### src/rtl/pc_seq_pkg.sv
// ---------------------------------------------------------------------------
// pc_seq_pkg
// Shared definitions for the program-counter fetch sequencer:
//   - pc_state_e    : FSM state encoding
//   - PC_W/INSTR_W  : datapath widths
//   - PC_INCR       : sequential PC step in bytes
//   - CNT_W/STAT_W  : fetch-timeout counter and statistics counter widths
//   - pc_is_aligned : word-alignment check for a candidate PC
// ---------------------------------------------------------------------------
package pc_seq_pkg;

    localparam int unsigned PC_W    = 64;
    localparam int unsigned INSTR_W = 32;
    localparam int unsigned CNT_W   = 8;
    localparam int unsigned STAT_W  = 32;

    localparam logic [PC_W-1:0] PC_INCR = 64'd4;

    typedef enum logic [2:0] {
        ST_IDLE   = 3'd0,
        ST_FETCH  = 3'd1,
        ST_EXEC   = 3'd2,
        ST_HALTED = 3'd3,
        ST_FAULT  = 3'd4
    } pc_state_e;

    // Instructions are 32-bit words, so a legal PC has its two LSBs clear.
    function automatic logic pc_is_aligned(input logic [PC_W-1:0] pc);
        return (pc[1:0] == 2'b00);
    endfunction

endpackage

### src/rtl/pc_next_calc.sv
// ---------------------------------------------------------------------------
// pc_next_calc
// Purely combinational next-PC selection.
//   CurrentPC    in  64  PC of the instruction that just completed
//   SignExtImm64 in  64  branch offset, already in bytes
//   Branch       in  1   conditional branch
//   ALUZero      in  1   ALU zero flag (condition for Branch)
//   Uncondbranch in  1   unconditional branch, overrides Branch/ALUZero
//   target       out 64  selected next PC (modulo 2^64)
//   taken        out 1   branch path selected
//   misaligned   out 1   target is not word aligned
// ---------------------------------------------------------------------------
module pc_next_calc
    import pc_seq_pkg::*;
(
    input  logic [PC_W-1:0] CurrentPC,
    input  logic [PC_W-1:0] SignExtImm64,
    input  logic            Branch,
    input  logic            ALUZero,
    input  logic            Uncondbranch,
    output logic [PC_W-1:0] target,
    output logic            taken,
    output logic            misaligned
);

    // Branch decision, target adder (wraps silently) and alignment check
    always_comb begin
        taken = Uncondbranch | (Branch & ALUZero);
        if (taken) begin
            target = CurrentPC + SignExtImm64;
        end else begin
            target = CurrentPC + PC_INCR;
        end
        misaligned = ~pc_is_aligned(target);
    end

endmodule

### src/rtl/pc_fetch_sequencer.sv
// ---------------------------------------------------------------------------
// pc_fetch_sequencer
// Multi-cycle fetch/advance controller owning the architectural PC.
// Sequence per instruction: FETCH (request until imem_ack) -> EXEC (wait
// for exec_done) -> next PC, then FETCH again or HALTED. A fetch that
// waits MEM_TIMEOUT cycles, or a misaligned next PC, ends in FAULT.
// HALTED and FAULT are left only through resetl.
//
// Parameters:
//   RESET_PC     PC loaded on reset
//   MEM_TIMEOUT  FETCH cycles without imem_ack before fault (1..255)
//
// Ports:
//   CLK           in  1   system clock, rising edge
//   resetl        in  1   asynchronous active-low reset
//   imem_req      out 1   fetch request, held until ack
//   imem_addr     out 64  fetch address (== CurrentPC)
//   imem_ack      in  1   imem_data valid this cycle
//   imem_data     in  32  fetched instruction word
//   instr         out 32  latched instruction
//   instr_valid   out 1   one-cycle pulse when instr is new
//   exec_done     in  1   datapath finished; branch inputs valid
//   SignExtImm64  in  64  branch offset in bytes
//   Branch        in  1   conditional branch
//   ALUZero       in  1   ALU zero flag
//   Uncondbranch  in  1   unconditional branch
//   halt          in  1   stop after this instruction (with exec_done)
//   CurrentPC     out 64  architectural PC
//   busy          out 1   high in FETCH or EXEC
//   fault         out 1   sticky fault (timeout or misaligned target)
//
// Optional build macro PC_BRANCH_STATS_EN adds saturating counters:
//   retired_count out 32  successfully completed instructions
//   taken_count   out 32  completed instructions whose branch was taken
// ---------------------------------------------------------------------------
module pc_fetch_sequencer
    import pc_seq_pkg::*;
#(
    parameter logic [PC_W-1:0] RESET_PC    = 64'h0,
    parameter int unsigned     MEM_TIMEOUT = 16
) (
    input  logic               CLK,
    input  logic               resetl,
    output logic               imem_req,
    output logic [PC_W-1:0]    imem_addr,
    input  logic               imem_ack,
    input  logic [INSTR_W-1:0] imem_data,
    output logic [INSTR_W-1:0] instr,
    output logic               instr_valid,
    input  logic               exec_done,
    input  logic [PC_W-1:0]    SignExtImm64,
    input  logic               Branch,
    input  logic               ALUZero,
    input  logic               Uncondbranch,
    input  logic               halt,
    output logic [PC_W-1:0]    CurrentPC,
    output logic               busy,
    output logic               fault
`ifdef PC_BRANCH_STATS_EN
    ,
    output logic [STAT_W-1:0]  retired_count,
    output logic [STAT_W-1:0]  taken_count
`endif
);

    // Last counter value that may still see an ack before the fetch faults.
    localparam logic [CNT_W-1:0] TMO_LAST = CNT_W'(MEM_TIMEOUT - 1);

    pc_state_e          state_r;
    pc_state_e          state_s;
    logic [CNT_W-1:0]   cnt_r;
    logic [PC_W-1:0]    pc_r;
    logic [INSTR_W-1:0] instr_r;
    logic               instr_valid_r;
    logic               imem_req_r;
    logic               busy_r;
    logic               fault_r;

    logic [PC_W-1:0]    target_s;
    logic               misaligned_s;
    logic               ack_s;
    logic               done_s;
    logic               complete_s;
`ifdef PC_BRANCH_STATS_EN
    logic               taken_s;
`endif

    pc_next_calc u_next (
        .CurrentPC    (pc_r),
        .SignExtImm64 (SignExtImm64),
        .Branch       (Branch),
        .ALUZero      (ALUZero),
        .Uncondbranch (Uncondbranch),
        .target       (target_s),
`ifdef PC_BRANCH_STATS_EN
        .taken        (taken_s),
`else
        .taken        (),
`endif
        .misaligned   (misaligned_s)
    );

    // Qualify handshakes by state so stray ack/exec_done are ignored
    always_comb begin
        ack_s      = (state_r == ST_FETCH) & imem_ack;
        done_s     = (state_r == ST_EXEC) & exec_done;
        complete_s = done_s & ~misaligned_s;
    end

    // Next-state logic; ack has priority over timeout in FETCH
    always_comb begin
        state_s = state_r;
        case (state_r)
            ST_IDLE: begin
                state_s = ST_FETCH;
            end
            ST_FETCH: begin
                if (imem_ack) begin
                    state_s = ST_EXEC;
                end else if (cnt_r >= TMO_LAST) begin
                    state_s = ST_FAULT;
                end else begin
                    state_s = ST_FETCH;
                end
            end
            ST_EXEC: begin
                if (!exec_done) begin
                    state_s = ST_EXEC;
                end else if (misaligned_s) begin
                    state_s = ST_FAULT;
                end else if (halt) begin
                    state_s = ST_HALTED;
                end else begin
                    state_s = ST_FETCH;
                end
            end
            ST_HALTED: begin
                state_s = ST_HALTED;
            end
            ST_FAULT: begin
                state_s = ST_FAULT;
            end
            default: begin
                state_s = ST_FAULT;
            end
        endcase
    end

    // State register and state-decoded registered outputs
    always_ff @(posedge CLK or negedge resetl) begin
        if (!resetl) begin
            state_r    <= ST_IDLE;
            imem_req_r <= 1'b0;
            busy_r     <= 1'b0;
            fault_r    <= 1'b0;
        end else begin
            state_r    <= state_s;
            imem_req_r <= (state_s == ST_FETCH);
            busy_r     <= (state_s == ST_FETCH) | (state_s == ST_EXEC);
            fault_r    <= (state_s == ST_FAULT);
        end
    end

    // Fetch wait counter: counts unacknowledged FETCH cycles
    always_ff @(posedge CLK or negedge resetl) begin
        if (!resetl) begin
            cnt_r <= {CNT_W{1'b0}};
        end else if ((state_r == ST_FETCH) && !imem_ack) begin
            cnt_r <= cnt_r + {{(CNT_W-1){1'b0}}, 1'b1};
        end else begin
            cnt_r <= {CNT_W{1'b0}};
        end
    end

    // Instruction latch and its one-cycle valid pulse
    always_ff @(posedge CLK or negedge resetl) begin
        if (!resetl) begin
            instr_r       <= {INSTR_W{1'b0}};
            instr_valid_r <= 1'b0;
        end else begin
            instr_valid_r <= ack_s;
            if (ack_s) begin
                instr_r <= imem_data;
            end
        end
    end

    // Architectural PC: advances only on a non-faulting completion
    always_ff @(posedge CLK or negedge resetl) begin
        if (!resetl) begin
            pc_r <= RESET_PC;
        end else if (complete_s) begin
            pc_r <= target_s;
        end
    end

`ifdef PC_BRANCH_STATS_EN
    localparam logic [STAT_W-1:0] STAT_MAX = 32'hFFFF_FFFF;
    logic [STAT_W-1:0] retired_r;
    logic [STAT_W-1:0] taken_cnt_r;

    // Saturating retire / taken-branch counters
    always_ff @(posedge CLK or negedge resetl) begin
        if (!resetl) begin
            retired_r   <= {STAT_W{1'b0}};
            taken_cnt_r <= {STAT_W{1'b0}};
        end else begin
            if (complete_s && (retired_r != STAT_MAX)) begin
                retired_r <= retired_r + 32'd1;
            end
            if (complete_s && taken_s && (taken_cnt_r != STAT_MAX)) begin
                taken_cnt_r <= taken_cnt_r + 32'd1;
            end
        end
    end

    assign retired_count = retired_r;
    assign taken_count   = taken_cnt_r;
`endif

    assign imem_req    = imem_req_r;
    assign imem_addr   = pc_r;
    assign CurrentPC   = pc_r;
    assign instr       = instr_r;
    assign instr_valid = instr_valid_r;
    assign busy        = busy_r;
    assign fault       = fault_r;

endmodule

### config.mk
export PLATFORM = sky130hd
export DESIGN_NAME = pc_fetch_sequencer
export DESIGN_NICKNAME = d
export VERILOG_FILES = /design/src/rtl/pc_seq_pkg.sv /design/src/rtl/pc_next_calc.sv /design/src/rtl/pc_fetch_sequencer.sv
export SDC_FILE = /design/constraint.sdc
export NUM_CORES = 1
export LEC_CHECK = 0
export CAP_MARGIN = 20
export CORE_MARGIN = 8
export CORE_UTILIZATION = 51
export CTS_BUF_LIST = sky130_fd_sc_hd__clkbuf_8 sky130_fd_sc_hd__clkbuf_16
export CTS_CLUSTER_SIZE = 24
export DETAILED_ROUTE_END_ITERATION = 6
export GPL_TIMING_DRIVEN = 0
export PLACE_DENSITY = 0.83
export SYNTH_ARGS = -nofsm -noshare
export SYNTH_HDL_FRONTEND = slang
export SYNTH_HIERARCHICAL = 1
export SYNTH_SLANG_ARGS = --single-unit
### constraint.sdc
create_clock -name CLK -period 4 [get_ports CLK]
set_input_delay 0.4 -clock CLK [delete_from_list [all_inputs] [get_ports CLK]]
set_output_delay 0.4 -clock CLK [all_outputs]
set_load 0.02 [all_outputs]
* Word level (Yosys, flattened, before mapping)
Cells that the tools add are included.
** Cells by class
- Add/subtract/negate cells :: 3
- Magnitude comparators :: 1
- Eq/ne operators :: 6
- Multiplexer cells :: 8
- Bitwise gates (word level) :: 6
- Reductions and logical operators :: 4
** Operators by type and width (count)
- $add A64 B3 Y64 const B :: 1
- $add A64 B64 Y64 :: 1
- $mux W64 :: 1
- $mux W3 :: 4
- $pmux W3 S4 :: 1
- $eq A3 B2 Y1 const B :: 3
- $add A8 B1 Y8 const B :: 1
- $ge A8 B4 Y1 const B :: 1
- $mux W8 :: 1
- $eq A3 B1 Y1 const B :: 2
- $and A1 B1 Y1 :: 4
- $eq A3 B3 Y1 const B :: 1
- $logic_not A3 Y1 :: 1
- $logic_not A2 Y1 :: 1
- $mux W2 :: 1
- $or A1 B1 Y1 :: 2
- $logic_and A1 B1 Y1 :: 1
- $logic_not A1 Y1 :: 1
** Storage, ports and cells
- Register bits after elaboration :: 111
- Bits of input ports :: 104
- Output and inout bits :: 164
- Word-level logic and storage cells :: 36

* Logic depth before layout (Yosys ltp)
- Depth after elaboration :: 9
- Depth in mapped cells :: 13
- Gate-level depth less buffers :: 13

* Hierarchy
The synthesis kept the hierarchy.
** Modules (own cells, without submodules)
- pc_next_calc :: times used 1, cells an instance 871, area each 5615.4 um^2, seq. area each 0.0 um^2
- pc_fetch_sequencer :: times used 1, cells an instance 325, area each 4665.7 um^2, seq. area each 2777.7 um^2

* Worst setup path before layout
OpenSTA, ideal clock, no wires.
- Path kind :: register to register
- From :: reg pc_r[5], in the netlist CurrentPC[5]
- To :: reg pc_r[63], in the netlist CurrentPC[63]
- Setup time :: 0.067 ns
- Data arrival time :: 3.656 ns
- Required time :: 3.933 ns
- Setup slack :: 0.277 ns
- Stages on the path, launching flop included :: 13
- Path buffers :: 0
- Clock period less this slack :: 3.723 ns
- Cell sequence :: dfrtp_1 ha_1 nand2_1 or4_4 a211o_1 a2111oi_4 o2111ai_4 a21oi_4 a21oi_2 o21ai_4 mux2_2 a2111oi_2 mux2_1
** Between the ends
- Longest elaborated chain between the ends :: 2
- Elaborated cells between the ends (all ways) :: 3
- Classes of those cells :: add/sub: 2; mux: 1
** RTL lines
- start, declared :: RTL line pc_fetch_sequencer.sv:72 : logic [PC_W-1:0] pc_r;
- start signal, assigned :: RTL line pc_fetch_sequencer.sv:193 : pc_r <= target_s;
- $add A64 B3 Y64 or $add A64 B64 Y64 (tied branches) :: RTL line pc_next_calc.sv:32, pc_next_calc.sv:30
- $mux W64 (*) :: RTL line pc_next_calc.sv:29 : if (taken) begin
- via target_s[63] :: RTL line pc_fetch_sequencer.sv:79 : logic [PC_W-1:0] target_s;
Mark *: on every way through the listed nets, which the timed path passes. The rest lies on a longest branch.
A chain may end at the register's enable or synchronous reset.

* Final worst setup path
- From :: in SignExtImm64[6]
- To :: reg pc_r[63], in the netlist CurrentPC[63]
** Between the ends
- Longest elaborated chain between the ends :: 2
** RTL lines
- start, declared :: RTL line pc_fetch_sequencer.sv:51 : input logic [PC_W-1:0] SignExtImm64,
- $add A64 B64 Y64 :: RTL line pc_next_calc.sv:30 : target = CurrentPC + SignExtImm64;
- $mux W64 :: RTL line pc_next_calc.sv:29
- via target_s[63] :: RTL line pc_fetch_sequencer.sv:79
The timed path passes the listed nets, and every way through them passes these cells.

==> flow_summary.html <==
<table>
<tr><th>Metric</th><th>Value</th></tr>
<tr><th colspan="2">Run status</th></tr>
<tr><td>Result of the run</td><td>finished, violations left</td></tr>
<tr><td>Violations in the final reports</td><td>negative setup slack</td></tr>
<tr><th colspan="2">Global route</th></tr>
<tr><td>Maximum number of pins on one net before global-route repair</td><td>67</td></tr>
<tr><td>Antenna violations before repair</td><td>1</td></tr>
<tr><td>Global router's overall resource usage</td><td>around a quarter</td></tr>
<tr><td>Via count of the first global-routing pass</td><td>slightly above 10,000</td></tr>
<tr><td>Wire length of the first global-routing pass</td><td>around 52 mm</td></tr>
<tr><td>Total gr overflow</td><td>0</td></tr>
<tr><th colspan="2">Synth</th></tr>
<tr><td>Syn Nets</td><td>about 1,400</td></tr>
<tr><td>Synth cell types</td><td>73</td></tr>
<tr><td>Post-synth EDFFs</td><td>0</td></tr>
<tr><td>#FFs+latches synth</td><td>~110</td></tr>
<tr><td>Summed instance area of the synthesized netlist</td><td>10,280 µm²</td></tr>
<tr><td>Sequential fraction of the synthesis area</td><td>about 27%</td></tr>
<tr><td>Synthesis Warnings</td><td>6</td></tr>
<tr><td>Primary flip-flop cell chosen by synthesis mapping</td><td>sky130_fd_sc_hd__dfrtp_1</td></tr>
<tr><td>Cell count after synthesis</td><td>approximately 1,200</td></tr>
<tr><td>Mean post-synth cell area</td><td>~8.6 µm²</td></tr>
<tr><td>Async SR Flop Fraction</td><td>100.0%</td></tr>
<tr><th colspan="2">Placed design</th></tr>
<tr><td>Setup Slack @ Placement</td><td>-650.5 ps</td></tr>
<tr><td>Placed instance count</td><td>~1,700</td></tr>
<tr><td>Routability congestion estimate</td><td>approximately 0.94</td></tr>
<tr><td>Number of port buffers</td><td>~270</td></tr>
<tr><td>Area of placed instances</td><td>13,320 µm²</td></tr>
<tr><td>DPL Wire Length</td><td>roughly 26 mm</td></tr>
<tr><th colspan="2">Setup path</th></tr>
<tr><td>FF-to-FF setup slack</td><td>0 ps</td></tr>
<tr><td>WP data required</td><td>4250 ps</td></tr>
<tr><td>Class of the most critical setup path</td><td>in -&gt; reg</td></tr>
<tr><td>R2r endpoint</td><td>CurrentPC[63]$_DFFE_PN0P_</td></tr>
<tr><td>CP max FO</td><td>5</td></tr>
<tr><td>Launching point of the worst reg2reg path</td><td>CurrentPC[4]$_DFFE_PN0P_</td></tr>
<tr><td>Critical path endpoint category</td><td>register</td></tr>
<tr><td>CP arrival</td><td>roughly 4300 ps</td></tr>
<tr><td>Startpoint type of the worst setup path</td><td>primary input</td></tr>
<tr><td>Depth of the worst register-to-register path</td><td>13</td></tr>
<tr><th colspan="2">Min path</th></tr>
<tr><td>Hold Path Stages</td><td>1</td></tr>
<tr><td>Hold Crit Start</td><td>cnt_r[0]$_DFF_PN0_</td></tr>
<tr><td>Kind of path behind the tightest hold check</td><td>reg -&gt; reg</td></tr>
<tr><td>Worst Hold Endpoint</td><td>cnt_r[0]$_DFF_PN0_</td></tr>
<tr><th colspan="2">Clock network</th></tr>
<tr><td>Reg clk slew, reported paths</td><td>roughly 90 ps</td></tr>
<tr><td>Count of H-tree levels built during CTS</td><td>3</td></tr>
<tr><td>Clock tree root buffer cell</td><td>sky130_fd_sc_hd__clkbuf_16</td></tr>
<tr><td>CTS Sinks</td><td>approximately 110</td></tr>
<tr><td>Worst-skew pair later-pin latency</td><td>between 300 and 400 ps</td></tr>
<tr><td>Total clock buffers created by CTS</td><td>9</td></tr>
<tr><td>TritonCTS clock tree</td><td>built</td></tr>
<tr><td>Number of buffers on the longest clock path</td><td>2</td></tr>
<tr><th colspan="2">Floorplanning</th></tr>
<tr><td>Count of pins on the block boundary</td><td>268</td></tr>
<tr><td>Placeable core area</td><td>between 20,000 and 25,000 µm²</td></tr>
<tr><td>Rows</td><td>52</td></tr>
<tr><td>Horizontal die dimension</td><td>approximately 160 µm</td></tr>
<tr><td>Die area</td><td>around 25,000 µm²</td></tr>
<tr><td>Initial core utilization</td><td>about half</td></tr>
<tr><td>Die height</td><td>between 150 and 200 µm</td></tr>
<tr><th colspan="2">Final layout</th></tr>
<tr><td>P&amp;R area growth vs syn</td><td>36.68%</td></tr>
<tr><td>Fraction of layout cells with a size suffix above 1</td><td>a little over an eighth</td></tr>
<tr><td>Final Instance Count excl. Fillers</td><td>1,772</td></tr>
<tr><td>FF+latch area</td><td>about 2800 µm²</td></tr>
<tr><td>Multi-input gate area in the final layout</td><td>about 7000 µm²</td></tr>
<tr><td>Layout Nets</td><td>roughly 1,700</td></tr>
<tr><td>Final cell utilization of the core</td><td>70.12%</td></tr>
<tr><td>Number of fill cells</td><td>between 1,500 and 2,000</td></tr>
<tr><td>Design area</td><td>between 10,000 and 15,000 µm²</td></tr>
<tr><th colspan="2">Timing</th></tr>
<tr><td>Highest achievable clock rate</td><td>approximately 0.25 GHz</td></tr>
<tr><td>Worst Hold Slack</td><td>between 400 and 500 ps</td></tr>
<tr><td>Setup Viol. Count Final</td><td>1</td></tr>
<tr><td>Total count of max-transition violations in the final report</td><td>0</td></tr>
<tr><td>Fin. Hold Viols</td><td>0</td></tr>
<tr><td>Share of the cycle needed by the critical path after routing</td><td>100.3%</td></tr>
<tr><td>Slew @ Worst Pin</td><td>around 980 ps</td></tr>
<tr><td>Final Worst Setup Slack</td><td>-13.60 ps</td></tr>
<tr><td>Final setup skew</td><td>roughly 12 ps</td></tr>
<tr><td>Setup repair after global routing missed its margin</td><td>yes</td></tr>
<tr><td>Minimum period implied by the final worst setup slack</td><td>about 4000 ps</td></tr>
<tr><td>Remaining max-slew budget at the tightest pin</td><td>34.64%</td></tr>
<tr><th colspan="2">Route</th></tr>
<tr><td>Post-detailed-route DRC marker count</td><td>0</td></tr>
<tr><td>Antenna Violating Nets Remaining</td><td>0</td></tr>
<tr><td>Per-cell via count in the routed design</td><td>5.883</td></tr>
<tr><td>Number of vias in the routed layout</td><td>about 10,000</td></tr>
<tr><td>Routed length per placed instance</td><td>19.37 µm</td></tr>
<tr><td>Final Routed Wirelength</td><td>about 34 mm</td></tr>
<tr><td>Drt initial violations</td><td>~800</td></tr>
<tr><td>Drt first pass iters</td><td>5</td></tr>
<tr><th colspan="2">Pwr</th></tr>
<tr><td>Peak supply drop</td><td>around 0.47 mV</td></tr>
<tr><td>Ratio of total power to cell area</td><td>787.4 nW/µm²</td></tr>
<tr><td>P_leak</td><td>between 6 and 7 nW</td></tr>
<tr><th colspan="2">Job</th></tr>
<tr><td>Maximum capacitance violations</td><td>0</td></tr>
</table>
cell usage in the layout (no fill, tap or decap), drive strengths merged, types with 3 or more instances in the layout:
cell type,instances
o21bai,13
clkbuf,45
o31ai,6
clkinv,3
nand2,108
a2111oi,5
inv,21
a211oi,6
a21oi,111
xnor2,67
nor2b,9
and3,17
o21a,3
o21ai,66
nor4,9
a21o,45
or3,15
clkdlybuf4s50,261
nor3,20
nand2b,10
o221ai,3
a31oi,10
nor2,92
dlymetal6s2s,5
o211ai,5
nand3,42
or2,3
buf,98
nand4,30
dfrtp,111
xor2,51
o21ba,3
and4,8
mux2i,6
mux2,97
and2,6
ha,65
through the flow:
| stage | total power, W | setup TNS [ps] |
|---|---|---|
| after CTS | 0.01074 | -7.854 |
| after floorplan | 0.006939 | 0 |
| after global routing | 0.01177 | -208.5 |
| after global placement | 0.009536 | -251960 |
| after detailed placement | 0.009686 | -36040 |
| final | 0.01106 | -13.60 |
registers in the layout (all words and copies together) (netlist names):
name,cells
CurrentPC,64
instr,32
cnt_r,8
state_r,3
busy,1
fault,1
imem_req,1
instr_valid,1
worst max path at each step:
stage	start	endpoint	slack, ps	depth (start not counted)
6_report	SignExtImm64[6]	CurrentPC[63]$_DFFE_PN0P_	-10	14
2_1_floorplan	CurrentPC[5]$_DFFE_PN0P_	CurrentPC[63]$_DFFE_PN0P_	280	12
4_1_cts	CurrentPC[2]$_DFFE_PN0P_	CurrentPC[60]$_DFFE_PN0P_	-8	12
3_3_place_gp	resetl	CurrentPC[56]$_DFFE_PN0P_	-1990	1
5_1_grt	CurrentPC[5]$_DFFE_PN0P_	CurrentPC[63]$_DFFE_PN0P_	-90	13
3_5_place_dp	SignExtImm64[0]	CurrentPC[60]$_DFFE_PN0P_	-650	14
power by group:
part | switching (W) | internal [W]
clock network | 0.000510 | 0.000458
logic | 0.00400 | 0.00372
registers | 0.000768 | 0.00161
total | 0.00528 | 0.00579
cell families after synthesis:
kind of cell / synth area share [%]
DFF: 27.02
AOI/OAI and AO/OA: 18.32
adders and majority gates: 8.105
xor gates and xnor gates: 10.05
buffers and inverters: 7.192
and+or+nand+nor: 18.11
muxes: 11.21
layout make-up:
type / instances / share of cell area (%)
multi-input cells: 956 / 49.64
repair buffers: 289 / 20.57
flip-flops and latches: 111 / 19.84
plain buffers: 112 / 4.808
well taps: 270 / 2.404
clock buffers: 9 / 1.603
clock inverters: 7 / 0.6678
inverters: 17 / 0.4541
diodes: 1 / 0.01781
Yosys cell counts (5+ instances only):
| cell | number | area, µm² |
|---|---|---|
| sky130_fd_sc_hd__a211oi_1 | 5 | 37.54 |
| sky130_fd_sc_hd__a21o_1 | 44 | 330.3 |
| sky130_fd_sc_hd__a21oi_1 | 108 | 540.5 |
| sky130_fd_sc_hd__a31oi_1 | 9 | 56.30 |
| sky130_fd_sc_hd__and2_1 | 6 | 37.54 |
| sky130_fd_sc_hd__and3_1 | 17 | 106.4 |
| sky130_fd_sc_hd__and4_1 | 8 | 70.07 |
| sky130_fd_sc_hd__buf_2 | 12 | 60.06 |
| sky130_fd_sc_hd__buf_4 | 64 | 480.5 |
| sky130_fd_sc_hd__clkbuf_1 | 36 | 135.1 |
| sky130_fd_sc_hd__dfrtp_1 | 111 | 2778 |
| sky130_fd_sc_hd__ha_1 | 65 | 813.3 |
| sky130_fd_sc_hd__inv_1 | 17 | 63.81 |
| sky130_fd_sc_hd__mux2_1 | 60 | 675.7 |
| sky130_fd_sc_hd__mux2_2 | 37 | 416.7 |
| sky130_fd_sc_hd__mux2i_1 | 6 | 60.06 |
| sky130_fd_sc_hd__nand2_1 | 108 | 405.4 |
| sky130_fd_sc_hd__nand2b_1 | 10 | 62.56 |
| sky130_fd_sc_hd__nand3_1 | 41 | 205.2 |
| sky130_fd_sc_hd__nand4_1 | 30 | 187.7 |
| sky130_fd_sc_hd__nor2_1 | 92 | 345.3 |
| sky130_fd_sc_hd__nor2b_1 | 9 | 56.30 |
| sky130_fd_sc_hd__nor3_1 | 18 | 90.09 |
| sky130_fd_sc_hd__nor4_1 | 8 | 50.05 |
| sky130_fd_sc_hd__o21ai_0 | 60 | 300.3 |
| sky130_fd_sc_hd__o21bai_1 | 13 | 97.59 |
| sky130_fd_sc_hd__or3_1 | 15 | 93.84 |
| sky130_fd_sc_hd__xnor2_1 | 67 | 586.8 |
| sky130_fd_sc_hd__xor2_1 | 51 | 446.7 |
worst max-delay path, cell delays in order:
cell and delay, ps:
sky130_fd_sc_hd__clkdlybuf4s50_1 450, sky130_fd_sc_hd__ha_4 320, sky130_fd_sc_hd__nand3_2 80, sky130_fd_sc_hd__or4_4 530, sky130_fd_sc_hd__a211o_4 380, sky130_fd_sc_hd__a2111oi_4 490, sky130_fd_sc_hd__o2111ai_4 240, sky130_fd_sc_hd__a21oi_4 270
sky130_fd_sc_hd__a21oi_4 120, sky130_fd_sc_hd__o21ai_4 190, sky130_fd_sc_hd__buf_4 140, sky130_fd_sc_hd__mux2i_1 300, sky130_fd_sc_hd__a2111oi_4 60, sky130_fd_sc_hd__mux2_4 280
what timing repair did:
action | 4_1_cts | 5_1_grt
endpoints found under the hold margin | 45 | 0
setup buffers | 2 | 18
hold buffers | 1 | 0
setup endpoints to repair | 63 | 64
pin swaps | 4 | 14
gates cloned | 0 | 0
gates resized for setup | 8 | 40
layer usage:
layer / vias up / track usage (%) / share of wire [%]
li1: 4856 / - / -
met1: 4999 / 31.81 / 39
met2: 489 / 43.89 / 48
met3: 80 / 6.033 / 9.0
met4: 0 / 9.969 / 3.1
met5: - / 0 / 0
No activity file was read; power rests on OpenSTA's default activity.
